## src/rtl/i2c_write_master_if.sv

```systemverilog
// Request/data/bus bundle between the ADC config sequencer and the I2C write master.
// The master modport is the I2C engine; the slave modport is whoever drives it.
interface i2c_write_master_if #(
  parameter int MAXB = 16
) ();
  localparam int LEN_W = $clog2(MAXB + 1);

  logic             start;
  logic [6:0]       addr;
  logic [LEN_W-1:0] nbytes;
  logic [7:0]       wdata;
  logic             wdata_valid;
  logic             wdata_ready;
  logic             busy;
  logic             done;
  logic             nack;
  logic             scl_oe;
  logic             sda_oe;
  logic             sda_in;

  modport master (
    input  start, addr, nbytes, wdata, wdata_valid, sda_in,
    output wdata_ready, busy, done, nack, scl_oe, sda_oe
  );

  modport slave (
    output start, addr, nbytes, wdata, wdata_valid, sda_in,
    input  wdata_ready, busy, done, nack, scl_oe, sda_oe
  );
endinterface

```

## src/rtl/i2c_write_master.sv

```systemverilog
// I2C master for multi-byte writes: START, addr+W, N bytes, STOP, NACK abort.
// Open-drain pins are registered and updated on quarter-bit boundaries.
module i2c_write_master #(
  parameter int DIV_Q = 4,
  parameter int MAXB  = 16
) (
  input  logic                clk,
  input  logic                reset,
  i2c_write_master_if.master  bus
);
  localparam int LEN_W = $clog2(MAXB + 1);
  localparam int CW    = (DIV_Q > 1) ? $clog2(DIV_Q) : 1;
  localparam logic [CW-1:0]    CLAST = CW'(DIV_Q - 1);
  localparam logic [LEN_W-1:0] LMAX  = LEN_W'(MAXB);

  typedef enum logic [2:0] {IDLE, START, ADDR, ACK_A, WAIT, DATA, ACK_D, STOP} state_t;

  state_t           state;
  logic [CW-1:0]    cyc;
  logic [1:0]       q;
  logic [2:0]       bitcnt;
  logic [7:0]       sh;
  logic [6:0]       addr_q;
  logic [LEN_W-1:0] rem;
  logic [7:0]       hbuf;
  logic             held;
  logic [7:0]       nb;
  logic             qend;
  logic             take;

  assign qend = (cyc == CLAST);
  assign take = bus.wdata_valid & bus.wdata_ready;
  assign nb   = held ? hbuf : bus.wdata;

  // Line levels {scl_oe, sda_oe} for quarter qn of a bit in state st.
  function automatic logic [1:0] drv(state_t st, logic [1:0] qn, logic sbit);
    case (st)
      START:        drv = {qn == 2'd3, qn[1]};
      ADDR, DATA:   drv = {~qn[1], ~sbit};
      ACK_A, ACK_D: drv = {~qn[1], 1'b0};
      WAIT:         drv = 2'b10;
      STOP:         drv = {qn == 2'd0, ~qn[1]};
      default:      drv = 2'b00;
    endcase
  endfunction

  always_ff @(posedge clk) begin
    if (reset) begin
      state           <= IDLE;
      cyc             <= '0;
      q               <= '0;
      bitcnt          <= '0;
      sh              <= '0;
      addr_q          <= '0;
      rem             <= '0;
      hbuf            <= '0;
      held            <= 1'b0;
      bus.scl_oe      <= 1'b0;
      bus.sda_oe      <= 1'b0;
      bus.busy        <= 1'b0;
      bus.done        <= 1'b0;
      bus.nack        <= 1'b0;
      bus.wdata_ready <= 1'b0;
    end else begin
      bus.done <= 1'b0;
      if (take) begin
        hbuf            <= bus.wdata;
        held            <= 1'b1;
        bus.wdata_ready <= 1'b0;
      end
      if (state != IDLE && state != WAIT)
        cyc <= qend ? '0 : cyc + 1'b1;

      case (state)
        IDLE: if (bus.start) begin
          state    <= START;
          bus.busy <= 1'b1;
          bus.nack <= 1'b0;
          addr_q   <= bus.addr;
          rem      <= (bus.nbytes > LMAX) ? LMAX : bus.nbytes;
          q        <= '0;
          cyc      <= '0;
        end
        // Master clock stretch: SCL stays low until the source delivers a byte.
        WAIT: if (take) begin
          state                  <= DATA;
          sh                     <= nb;
          held                   <= 1'b0;
          rem                    <= rem - 1'b1;
          bitcnt                 <= '0;
          q                      <= '0;
          cyc                    <= '0;
          {bus.scl_oe, bus.sda_oe} <= drv(DATA, 2'd0, nb[7]);
        end
        default: if (qend) begin
          if (q != 2'd3) begin
            q <= q + 2'd1;
            {bus.scl_oe, bus.sda_oe} <= drv(state, q + 2'd1, sh[7]);
            // Last cycle of Q2 in an ACK bit: sample the slave's answer.
            if (q == 2'd2 && (state == ACK_A || state == ACK_D)) begin
              if (bus.sda_in)
                bus.nack <= 1'b1;
              else if (rem != '0 && !held)
                bus.wdata_ready <= 1'b1;
            end
          end else begin
            q <= 2'd0;
            case (state)
              START: begin
                state  <= ADDR;
                sh     <= {addr_q, 1'b0};
                bitcnt <= '0;
                {bus.scl_oe, bus.sda_oe} <= drv(ADDR, 2'd0, addr_q[6]);
              end
              ADDR, DATA: begin
                if (bitcnt == 3'd7) begin
                  state <= (state == ADDR) ? ACK_A : ACK_D;
                  {bus.scl_oe, bus.sda_oe} <= drv(ACK_A, 2'd0, 1'b0);
                end else begin
                  bitcnt <= bitcnt + 3'd1;
                  sh     <= {sh[6:0], 1'b0};
                  {bus.scl_oe, bus.sda_oe} <= drv(state, 2'd0, sh[6]);
                end
              end
              ACK_A, ACK_D: begin
                if (bus.nack || rem == '0) begin
                  state <= STOP;
                  {bus.scl_oe, bus.sda_oe} <= drv(STOP, 2'd0, 1'b0);
                end else if (held || take) begin
                  state  <= DATA;
                  sh     <= nb;
                  held   <= 1'b0;
                  rem    <= rem - 1'b1;
                  bitcnt <= '0;
                  {bus.scl_oe, bus.sda_oe} <= drv(DATA, 2'd0, nb[7]);
                end else begin
                  state <= WAIT;
                  {bus.scl_oe, bus.sda_oe} <= drv(WAIT, 2'd0, 1'b0);
                end
              end
              STOP: begin
                state    <= IDLE;
                bus.busy <= 1'b0;
                bus.done <= 1'b1;
                {bus.scl_oe, bus.sda_oe} <= 2'b00;
              end
              default: state <= IDLE;
            endcase
          end
        end
      endcase
    end
  end
endmodule

```

## src/flat_wrapper.sv

```systemverilog
// flat-port wrapper written by rule: the top's interface ports become plain ports
module i2c_write_master_flat 
#(
  parameter int DIV_Q = 4,
  parameter int MAXB  = 16
)
  (clk, reset, bus_start, bus_addr, bus_nbytes, bus_wdata, bus_wdata_valid, bus_sda_in, bus_wdata_ready, bus_busy, bus_done, bus_nack, bus_scl_oe, bus_sda_oe);
  i2c_write_master_if #(.MAXB(MAXB)) bus_i ();
  input  logic clk;
  input  logic reset;
  input wire logic [$bits(bus_i.start)-1:0] bus_start;
  input wire logic [$bits(bus_i.addr)-1:0] bus_addr;
  input wire logic [$bits(bus_i.nbytes)-1:0] bus_nbytes;
  input wire logic [$bits(bus_i.wdata)-1:0] bus_wdata;
  input wire logic [$bits(bus_i.wdata_valid)-1:0] bus_wdata_valid;
  input wire logic [$bits(bus_i.sda_in)-1:0] bus_sda_in;
  output wire logic [$bits(bus_i.wdata_ready)-1:0] bus_wdata_ready;
  output wire logic [$bits(bus_i.busy)-1:0] bus_busy;
  output wire logic [$bits(bus_i.done)-1:0] bus_done;
  output wire logic [$bits(bus_i.nack)-1:0] bus_nack;
  output wire logic [$bits(bus_i.scl_oe)-1:0] bus_scl_oe;
  output wire logic [$bits(bus_i.sda_oe)-1:0] bus_sda_oe;
  assign bus_i.start = bus_start;
  assign bus_i.addr = bus_addr;
  assign bus_i.nbytes = bus_nbytes;
  assign bus_i.wdata = bus_wdata;
  assign bus_i.wdata_valid = bus_wdata_valid;
  assign bus_i.sda_in = bus_sda_in;
  assign bus_wdata_ready = bus_i.wdata_ready;
  assign bus_busy = bus_i.busy;
  assign bus_done = bus_i.done;
  assign bus_nack = bus_i.nack;
  assign bus_scl_oe = bus_i.scl_oe;
  assign bus_sda_oe = bus_i.sda_oe;
  i2c_write_master #(.DIV_Q(DIV_Q), .MAXB(MAXB)) u_core (.clk(clk), .reset(reset), .bus(bus_i));
endmodule
```

## config.mk

```make
export PLATFORM = sky130hd
export DESIGN_NAME = i2c_write_master_flat
export DESIGN_NICKNAME = d
export VERILOG_FILES = /design/src/rtl/i2c_write_master_if.sv /design/src/rtl/i2c_write_master.sv /design/src/flat_wrapper.sv
export SDC_FILE = /design/constraint.sdc
export NUM_CORES = 1
export LEC_CHECK = 0
export BUFFER_PORTS_ARGS = -buffer_cell sky130_fd_sc_hd__buf_2
export CAP_MARGIN = 20
export CORE_MARGIN = 2
export CORE_UTILIZATION = 55
export CTS_CLUSTER_DIAMETER = 200
export DETAILED_ROUTE_END_ITERATION = 12
export GPL_ROUTABILITY_DRIVEN = 0
export PLACE_DENSITY_LB_ADDON = 0.05
export SLEW_MARGIN = 20
export SYNTH_ARGS = -nofsm -noshare
export SYNTH_HDL_FRONTEND = slang
export SYNTH_SLANG_ARGS = --single-unit
```

## constraint.sdc

```tcl
create_clock -name clk -period 7.1 [get_ports clk]
set_clock_uncertainty 0.2 [all_clocks]
set_input_delay 0.355 -clock clk [delete_from_list [all_inputs] [get_ports clk]]
set_output_delay 0.355 -clock clk [all_outputs]
set_load 0.005 [all_outputs]
```

==> results of run 1 <==
[area by class of cell]
class                      instances  area [um^2]  area share
tap                               54         67.6      0.0233
sequential                        45          902       0.311
clock buffer                       5         68.8      0.0237
clock inverter                     3         25.0     0.00863
inverter                          11         41.3      0.0142
multi-input combinational        271         1620       0.560
timing repair buffer              33          173      0.0595
[logic make-up after synthesis]
kind of cell    Yosys count
flops                    45
mux                      11
simple gates            141
fa+ha+maj                 7
buf+inv                  36
compound gates          112
[per-stage QoR]
step | setup slack (ps) | instance area (um^2) | instances | utilization | hold slack, ps
2_1_floorplan | 4780 | 2670 | 352 | - | 233
3_3_place_gp | 4410 | 2810 | 414 | 0.598 | 239
3_5_place_dp | 4350 | 2810 | 414 | 0.598 | 247
4_1_cts | 4310 | 2900 | 422 | 0.618 | 67.8
5_1_grt | 4390 | 2900 | 422 | 0.618 | 68.3
6_report | 4530 | 2900 | 422 | 0.618 | 75.0
[cells in the final DEF (no fill, tap or decap), drive strengths merged, types with 3 or more instances in the layout]
| cell type | netlist | layout |
|---|---|---|
| nor3b | 9 | 9 |
| a22oi | 3 | 3 |
| clkbuf | 20 | 5 |
| mux2i | 8 | 8 |
| nand2 | 53 | 53 |
| a21oi | 41 | 41 |
| nor3 | 12 | 12 |
| or3 | 5 | 5 |
| ha | 7 | 7 |
| nor4 | 3 | 3 |
| o221ai | 7 | 7 |
| a311oi | 4 | 4 |
| nand3 | 13 | 13 |
| o31ai | 6 | 6 |
| o21ai | 21 | 21 |
| or2 | 3 | 3 |
| dfxtp | 45 | 45 |
| mux2 | 3 | 3 |
| o22ai | 3 | 3 |
| nor2b | 8 | 8 |
| buf | 5 | 33 |
| nor2 | 23 | 23 |
| a221o | 5 | 5 |
| inv | 11 | 13 |
| nand2b | 3 | 3 |
[cells in the mapped netlist, types with 2 or more instances]
library cell,n
or3_1,5
nor3b_1,9
a31o_2,2
nand3b_1,2
buf_1,2
or2_2,2
a22oi_1,3
nor2_1,23
a41oi_1,2
o22ai_1,3
dfxtp_1,45
o31ai_1,6
nor3_1,12
and2_1,2
o221ai_1,7
nand3_1,13
inv_1,11
nor4_1,3
mux2_2,3
ha_1,7
a221o_1,5
a221oi_1,2
nand2_1,53
o21ai_0,20
clkbuf_1,20
nand2b_1,3
nor2b_1,8
a21oi_1,41
a2bb2oi_1,2
a311oi_1,4
mux2i_1,8
a211oi_1,2
o221a_2,2
buf_2,2
[how the worst max path moves through the flow]
stage	depth (start not counted)	slack, ps	end	startpoint
4_1_cts	4	4310	u_core.rem[0]$_SDFFE_PP0P_	u_core.state[1]$_SDFFE_PP0P_
6_report	7	4530	u_core.rem[0]$_SDFFE_PP0P_	u_core.rem[0]$_SDFFE_PP0P_
2_1_floorplan	7	4780	u_core.rem[0]$_SDFFE_PP0P_	u_core.rem[0]$_SDFFE_PP0P_
3_5_place_dp	4	4350	u_core.rem[0]$_SDFFE_PP0P_	u_core.state[1]$_SDFFE_PP0P_
5_1_grt	7	4390	u_core.rem[0]$_SDFFE_PP0P_	u_core.rem[0]$_SDFFE_PP0P_
3_3_place_gp	4	4410	u_core.rem[0]$_SDFFE_PP0P_	u_core.state[1]$_SDFFE_PP0P_
[per-layer routing]
| layer | wire length (um) | GRT usage |
|---|---|---|
| met3 | 364 | 0.0412 |
| met2 | 3060 | 0.389 |
| met1 | 3220 | 0.385 |
| met4 | 48 | 0.0465 |
| met5 | 0 | 0 |
[power groups by stage]
| stage | combinational [mW] | sequential, mW | clock (mW) |
|---|---|---|---|
| after floorplan | 0.0776 | 0.276 | 0 |
| final | 0.109 | 0.272 | 0.169 |
| after global placement | 0.105 | 0.277 | 0 |
| after CTS | 0.108 | 0.272 | 0.175 |
| after global routing | 0.123 | 0.274 | 0.185 |
| after detailed placement | 0.107 | 0.278 | 0 |
[critical path: cells and delay by family (launching register included)]
family / cells / cell delay, ps
AOI/OAI and AO/OA: 2 / 670
adders and majority gates: 1 / 210
buffers and inverters: 1 / 70
DFF: 1 / 370
and+or+nand+nor: 3 / 970
[state kept, by name (all words and copies together), names as in the netlist, 2 cells and up]
register	cells
u_core.hbuf	8
u_core.sh	8
u_core.addr_q	7
u_core.rem	5
u_core.bitcnt	3
u_core.state	3
u_core.cyc	2
u_core.q	2
==> results.cfg, run 1 <==
[drt]
wl_per_cell_um = 15.8
ant_nets = 0
vias_per_cell = 6.21
detail_route.iter0.violations = 270
drt_first_pass_iters = 5
drcViolationCount = 0
totalWireLength_um = 6690
vias = 2622

[final_layout]
num_antenna_cells = 0
nFillCells = 433
drive_gt1_frac = 0.144
layout.nets = 399
syn_to_final_growth_pct = 8.83

[flow_run]
cap_violations = 0

[grt]
antenna_found_initial = 0
first_global_vias = 2255
grt_max_degree = 46
grt_use_total = 0.256
grt_pass1_wl_um = 11000
overflow = 0

[floorplan]
rows = 25
die-area_um2 = 5420
die_w_um = 73.6
core-area_um2 = 4690
start_util = 0.568
io_pins = 31
die_y_um = 73.6

[timing]
tns_ps = 0
tightest_slew_ps = 837
max_freq_mhz = 390
layout_min_cycle_time_ps = 2570
relSlewSlack = 0.436
post-route-period-util = 0.361
slew_violations = 0
rsz0062_at_grt = false
setup_violations = 0
final_hold_viol_count = 0

[power]
p_leak_nw = 1.06
clkPwrFrac = 0.308
total_power_mw = 0.551
p_seq_frac = 0.494
power_switching_share = 0.317
internal_power_mw = 0.376
peakVddDrop_uv = 79.5
powerDensity_nw_per_um2 = 190
p_sw_mw = 0.175
comb_power_share = 0.198

[synthesis]
synthArstFlopShare = 0
synth_nets = 384
avgSynthCellArea_um2 = 7.57
synth_top_family_by_area = compound AO/OA/AOI/OAI gates
yosys.area_share.simple = 0.255
synth_ff_type = dfxtp_1
yosysTopAreaCell = dfxtp_1
syn_area_um2 = 2670
synth-adder-area-share = 0.0329
synth_xor_area_frac = 0
yosysWarnings = 0
synth_edf_count = 0
synth_mux_area_frac = 0.0427
synth-seq-area-share = 0.338
synth_compound_area_frac = 0.278
ys_top_cells_by_area = dfxtp_1 (34%), a21oi_1 (7.7%), nand2_1 (7.5%)
synth_top_area_share = 0.338
netlist_instances = 352
ys_types = 52
yosys_register_bits = 45

[critical_path]
start_kind = flop
path_max_fanout = 9
rrSetupSlack_ps = 4530
critPathMaxStageDelay_ps = 540
cp_slowest_cell = o41a_1
crit_arrival_ps = 2600
crit_chain = inv_1, ha_1, nor4b_1, or2_1, o41a_1, or4_1, a21oi_1
rr_endpoint = u_core.rem[0]$_SDFFE_PP0P_
cp_data_required_time_ps = 7130
timing_worst_setup_path_type = reg2reg
worst_setup_path_end_kind = flop
ff2ff_path_depth = 7
timing.rr.start = u_core.rem[0]$_SDFFE_PP0P_

[place]
port_buffers = 30
dp_hpwl_um = 4640

[cts]
root_buffer = clkbuf_8
cts.sinks = 45
path_clk_slew_ps = 90
cts_htree_levels = 2
postCtsSetupBuffers = 0
cts_buffer_depth = 2
cts_tree = yes
cts_resized = 0
hold_buffers = 0
cts_made_buffers = 5
insertion_delay_ps = 310

[min_path]
worstHoldStart = bus_addr[6]
whs_endpoint = u_core.addr_q[6]$_SDFFE_PP0P_
min_delay_path_depth = 3
min_path_type = in2reg

[outcome]
status = completed
Power figures use the tool's default switching activity.
==> run 2, diff against run 1 <==
--- a/config.mk
+++ b/config.mk
@@ -5,10 +5,11 @@
 export SDC_FILE = /design/constraint.sdc
 export NUM_CORES = 1
 export LEC_CHECK = 0
+export ABC_AREA = 1
 export BUFFER_PORTS_ARGS = -buffer_cell sky130_fd_sc_hd__buf_2
 export CAP_MARGIN = 20
 export CORE_MARGIN = 2
-export CORE_UTILIZATION = 55
+export CORE_UTILIZATION = 52
 export CTS_CLUSTER_DIAMETER = 200
 export DETAILED_ROUTE_END_ITERATION = 12
 export GPL_ROUTABILITY_DRIVEN = 0
==> constraint.sdc (replaced) <==
create_clock -name clk -period 2.29 [get_ports clk]
set_clock_uncertainty 0.2 [all_clocks]
set_input_delay 0.1145 -clock clk [delete_from_list [all_inputs] [get_ports clk]]
set_output_delay 0.1145 -clock clk [all_outputs]
set_load 0.005 [all_outputs]
==> run 2 against run 1 <==
Net effect:
- die area is 0.98% lower
- largest power group is now combinational logic
- combinational power rose to 9.4 times the previous value
- largest cell class unchanged
- maximum frequency increased by 18%
==> results.cfg, run 2 <==
[grt]
grtUsageMet2 = 0.364
met3_usage = 0.0384
antenna_found_initial = 0
first_global_vias = 2294
gr-max-usage-layer = met1
overflow = 0
grt_pass1_wl_um = 10400
grt_max_degree = 29
grt_use_total = 0.248
use_met1 = 0.372

[drt]
vias_per_cell = 5.14
detail_route.iter0.violations = 183
drt_first_pass_iters = 4
vias = 2487
totalWireLength_um = 6150
ant_nets = 0
drcViolationCount = 0
wl_per_cell_um = 12.7

[power]
peakVddDrop_uv = 574
powerDensity_nw_per_um2 = 843
p_leak_nw = 1.30

[final_layout]
syn_to_final_growth_pct = 19.0
drive_gt1_frac = 0.163
multi_input_area_um2 = 1370
postLayoutCellArea_um2 = 2970
layout.nets = 461
top_regs = u_core.hbuf x8, u_core.sh x8, u_core.addr_q x7
nFillCells = 434
num_antenna_cells = 0
mostFrequentLayoutCells = nand2_1 (77), nor2_1 (56), dfxtp_1 (44), inv_1 (39), o21ai_0 (36)
seq_area_um2 = 902
final_common_cell = nand2_1

[timing]
relSlewSlack = 0.487
holdWs_ps = 8.85
tns_ps = 0
max_freq_mhz = 462
layout_min_cycle_time_ps = 2170
rsz0062_at_grt = false
slew_violations = 0
tightest_slew_ps = 769
setup_violations = 0
post-route-period-util = 0.946
final_hold_viol_count = 0

[cts]
path_clk_slew_ps = 90
cts_made_buffers = 5
cts_buffer_depth = 2
root_buffer = clkbuf_8
cts_htree_levels = 2
postCtsSetupBuffers = 0
cts_tree = yes
insertion_delay_ps = 300
cts.sinks = 45

[synthesis]
netlist_instances = 380
yosys_register_bits = 45
yosysWarnings = 0
synth_ff_type = dfxtp_1
synthArstFlopShare = 0
avgSynthCellArea_um2 = 6.56
yosysTopAreaCell = dfxtp_1
synth-seq-area-share = 0.361
synth_top_area_share = 0.361
synth_commonest_cells = nand2_1 (78), nor2_1 (56), dfxtp_1 (45)
synth_nets = 412
synth_edf_count = 0
syn_area_um2 = 2490
ys_top_cells_by_area = dfxtp_1 (36%), nand2_1 (12%), nor2_1 (8.4%)
yosysMostFrequentCell = nand2_1
ys_types = 28

[critical_path]
timing.rr.start = u_core.state[1]$_SDFFE_PP0P_
rr_endpoint = u_core.bus.wdata_ready$_SDFF_PP0_
ff2ff_path_depth = 6
crit_chain = nand3_1, buf_4, nor2_1, nand4_1, a21oi_1, dlygate4sd3_1
start_kind = flop
cp_num_buf_inv = 2
worst_setup_path_end_kind = flop
cp_slowest_cell = dlygate4sd3_1
crit_arrival_ps = 2200
cp_data_required_time_ps = 2320
critPathMaxStageDelay_ps = 570
path_max_fanout = 10
crit_family = buffers and inverters
timing_worst_setup_path_type = reg2reg
rrSetupSlack_ps = 120

[floorplan]
rows = 25
die_y_um = 73.3
start_util = 0.535
io_pins = 31
core-area_um2 = 4660
die-area_um2 = 5370
die_w_um = 73.3

[min_path]
whs_endpoint = u_core.bus.done$_SDFF_PP0_
min_path_type = in2reg
worstHoldStart = reset
min_delay_path_depth = 2

[place]
dp_hpwl_um = 4370
place_area_um2 = 2690
port_buffers = 30

[outcome]
status = completed

[flow_run]
cap_violations = 0
==> run 2: routing by layer <==
metal / vias to the layer above / routed length, um
met1: 1086 / 3140
met2: 73 / 2580
met4: 0 / 63
met5: - / 0
li1: 1322 / -
met3: 6 / 365
==> run 2: repair_timing <==
item                                    in CTS  in global routing
hold endpoints to repair                    19                  0
endpoints found under the setup margin       0                  4
gates resized for setup                      0                  4
hold buffers                                18                  0
==> run 2: cells by family after synthesis <==
kind of cell | Yosys count | synth area share
DFF | 45 | 0.361
AOI/OAI and AO/OA | 77 | 0.164
and+or+nand+nor | 193 | 0.340
xor gates and xnor gates | 1 | 0.00351
buffers and inverters | 57 | 0.0958
adders and majority gates | 7 | 0.0351
==> run 2: cell type report <==
cell class / instances / area share
multi-input cells: 278 / 0.460
flip-flops and latches: 45 / 0.304
clock buffers: 7 / 0.0257
inverters: 44 / 0.0556
clock inverters: 1 / 0.00253
repair buffers: 55 / 0.129
well taps: 54 / 0.0228
==> run 2: worst max path at each step <==
| stage | end | cells past startpoint | slack, ps | from |
|---|---|---|---|---|
| after floorplan | u_core.addr_q[5]$_SDFFE_PP0P_ | 8 | 660 | u_core.state[1]$_SDFFE_PP0P_ |
| after global placement | u_core.rem[0]$_SDFFE_PP0P_ | 9 | 290 | u_core.state[1]$_SDFFE_PP0P_ |
| after detailed placement | u_core.rem[0]$_SDFFE_PP0P_ | 9 | 230 | u_core.state[1]$_SDFFE_PP0P_ |
| after CTS | u_core.bus.wdata_ready$_SDFF_PP0_ | 8 | 70 | u_core.state[0]$_SDFFE_PP0P_ |
| after global routing | u_core.bus.wdata_ready$_SDFF_PP0_ | 6 | 4 | u_core.state[1]$_SDFFE_PP0P_ |
| final | u_core.bus.wdata_ready$_SDFF_PP0_ | 6 | 120 | u_core.state[1]$_SDFFE_PP0P_ |
==> run 2: power breakdown <==
part	switching (mW)	internal, mW	leakage [nW]
registers	0.0939	0.889	0.366
logic	0.673	0.361	0.898
clock network	0.268	0.216	0.0385
==> run 2: stage by stage <==
stage,power (mW),worst slack [ps],instances,util
2_1_floorplan,1.78,662,380,-
3_3_place_gp,1.98,288,458,0.577
3_5_place_dp,1.98,225,458,0.577
4_1_cts,2.48,67.5,484,0.634
5_1_grt,2.72,4.47,484,0.637
6_report,2.50,125,484,0.637
==> run 3, diff against run 2 <==
--- a/config.mk
+++ b/config.mk
@@ -8,8 +8,10 @@
 export ABC_AREA = 1
 export BUFFER_PORTS_ARGS = -buffer_cell sky130_fd_sc_hd__buf_2
 export CAP_MARGIN = 20
+export CELL_PAD_IN_SITES_DETAIL_PLACEMENT = 1
+export CELL_PAD_IN_SITES_GLOBAL_PLACEMENT = 1
 export CORE_MARGIN = 2
-export CORE_UTILIZATION = 52
+export CORE_UTILIZATION = 37
 export CTS_CLUSTER_DIAMETER = 200
 export DETAILED_ROUTE_END_ITERATION = 12
 export GPL_ROUTABILITY_DRIVEN = 0
==> constraint.sdc (replaced) <==
create_clock -name clk -period 2.29 [get_ports clk]
set_clock_uncertainty 0.2 [all_clocks]
set_input_delay 0.1145 -clock clk [delete_from_list [all_inputs] [get_ports clk]]
set_output_delay 0.1145 -clock clk [all_outputs]
set_load 0.01 [all_outputs]
==> run 3 against run 2 <==
Net effect:
- the run now ends with hold timing left
- clock-buffer cell count is 2 lower
- via count is 1.4% higher
- total power is 0.65% higher
- first-iteration DRC count is 21% lower
- non-clock buffer count is 2 higher
- wire length is 15% higher
- sequential share of layout area is 0.35 points lower
==> results.cfg, run 3 (synthesis results as in run 2) <==
[cts]
cts_tree = yes
cts_buffer_depth = 2
path_clk_slew_ps = 80
postCtsSetupBuffers = 0
cts_made_buffers = 5
cts_htree_levels = 2
cts.sinks = 45
insertion_delay_ps = 310
root_buffer = clkbuf_8

[critical_path]
start_kind = flop
crit_arrival_ps = 2080
timing.rr.start = u_core.state[0]$_SDFFE_PP0P_
worst_setup_path_end_kind = flop
crit_start = u_core.state[0]$_SDFFE_PP0P_
timing_worst_setup_path_type = reg2reg
critPathMostFrequentCell = nand2_1
crit_chain = nor2_4, nand2_4, inv_2, nand2_1, nand3_2, nor2_2, nand2_1, nand2_1, a21oi_1
path_max_fanout = 11
ff2ff_path_depth = 9
cp_slowest_cell = dfxtp_1
cp_data_required_time_ps = 2280
critPathMaxStageDelay_ps = 520

[timing]
max_freq_mhz = 479
post-route-period-util = 0.913
holdWs_ps = -0.117
tns_ps = 0
setup_violations = 0
fin_ws_ps = 200
tightest_slew_ps = 807
layout_min_cycle_time_ps = 2090
slew_violations = 0
rsz0062_at_grt = false
relSlewSlack = 0.462
final_hold_viol_count = 1

[grt]
grt_use_total = 0.203
antenna_found_initial = 0
grt_pass1_wl_um = 12000
grt_max_degree = 29
first_global_vias = 2487
overflow = 0

[floorplan]
die_w_um = 86.1
die_y_um = 86.1
rows = 29
core-area_um2 = 6420
die-area_um2 = 7410
start_util = 0.388
io_pins = 31

[place]
port_buffers = 30
pre_cts_slack_ps = 239
dp.cells = 484
dp_hpwl_um = 5210
place_area_um2 = 2740

[min_path]
min_path_type = in2reg
worstHoldStart = bus_start
min_delay_path_depth = 4

[final_layout]
num_antenna_cells = 0
final_common_cell = nand2_1
mostFrequentLayoutCells = nand2_1 (78), nor2_1 (56), dfxtp_1 (45), inv_1 (39), o21ai_0 (36)
syn_to_final_growth_pct = 20.2
nFillCells = 863
top_regs = u_core.hbuf x8, u_core.sh x8, u_core.addr_q x7
drive_gt1_frac = 0.167
postLayoutCellArea_um2 = 3000
layout.nets = 463
final-instance-count-excl-fill = 509
final_util = 0.467

[flow_run]
cap_violations = 0

[power]
total_power_mw = 2.52
peakVddDrop_uv = 487
powerDensity_nw_per_um2 = 840
p_leak_nw = 1.31

[drt]
detail_route.iter0.violations = 144
totalWireLength_um = 7070
drt_first_pass_iters = 4
ant_nets = 0
vias_per_cell = 4.95
vias = 2522
drcViolationCount = 0
wl_per_cell_um = 13.9

[outcome]
status = finished with violations
violations = hold timing
run 3: cell count changes in the layout (fill, tap and decap cells not counted), sizes merged:
cell / delta
dlygate4sd3: -1
clkinv: +2
clkbuf: -2
buf: +3
run 3: what timing repair did:
action,4_1_cts,5_1_grt
hold endpoints to repair,18,0
hold buffers,17,0
gates resized for setup,0,0
run 3: power by group:
group / total [mW] / leakage (nW) / switching [mW] / internal [mW]
clock network: 0.494 / 0.0439 / 0.283 / 0.211
registers: 0.976 / 0.366 / 0.0889 / 0.887
logic: 1.05 / 0.902 / 0.682 / 0.365
run 3: worst paths after layout:
check                                       to  slack, ps
setup / recovery    u_core.rem[0]$_SDFFE_PP0P_        200
hold / removal    u_core.bus.nack$_SDFFE_PP0P_       -0.1
setup reg to reg    u_core.rem[0]$_SDFFE_PP0P_        200
hold reg to reg       u_core.cyc[1]$_SDFF_PP0_        270
run 3: final cells by class:
class                           count  area [um^2]  area share
Clock buffer                        5         68.8      0.0230
Clock inverter                      3         17.5     0.00584
Inverter                           44          165      0.0551
Multi-Input combinational cell    278         1350       0.452
Sequential cell                    45          901       0.301
Tap cell                           77         96.3      0.0321
Timing Repair Buffer               57          395       0.132
run 3: critical path, delay by kind of cell, from the launching register on:
kind | cells | cell delay (ps)
AOI/OAI and AO/OA | 1 | 60
buffers and inverters | 1 | 70
DFF | 1 | 520
and+or+nand+nor | 7 | 1150
run 3: per-layer routing:
metal	global-route usage	part of all wire	vias to the layer above
met2	0.319	0.42	43
li1	-	-	1329
met1	0.287	0.54	1143
met3	0.0395	0.037	7
met4	0.0462	0.0092	0
met5	0	0	-
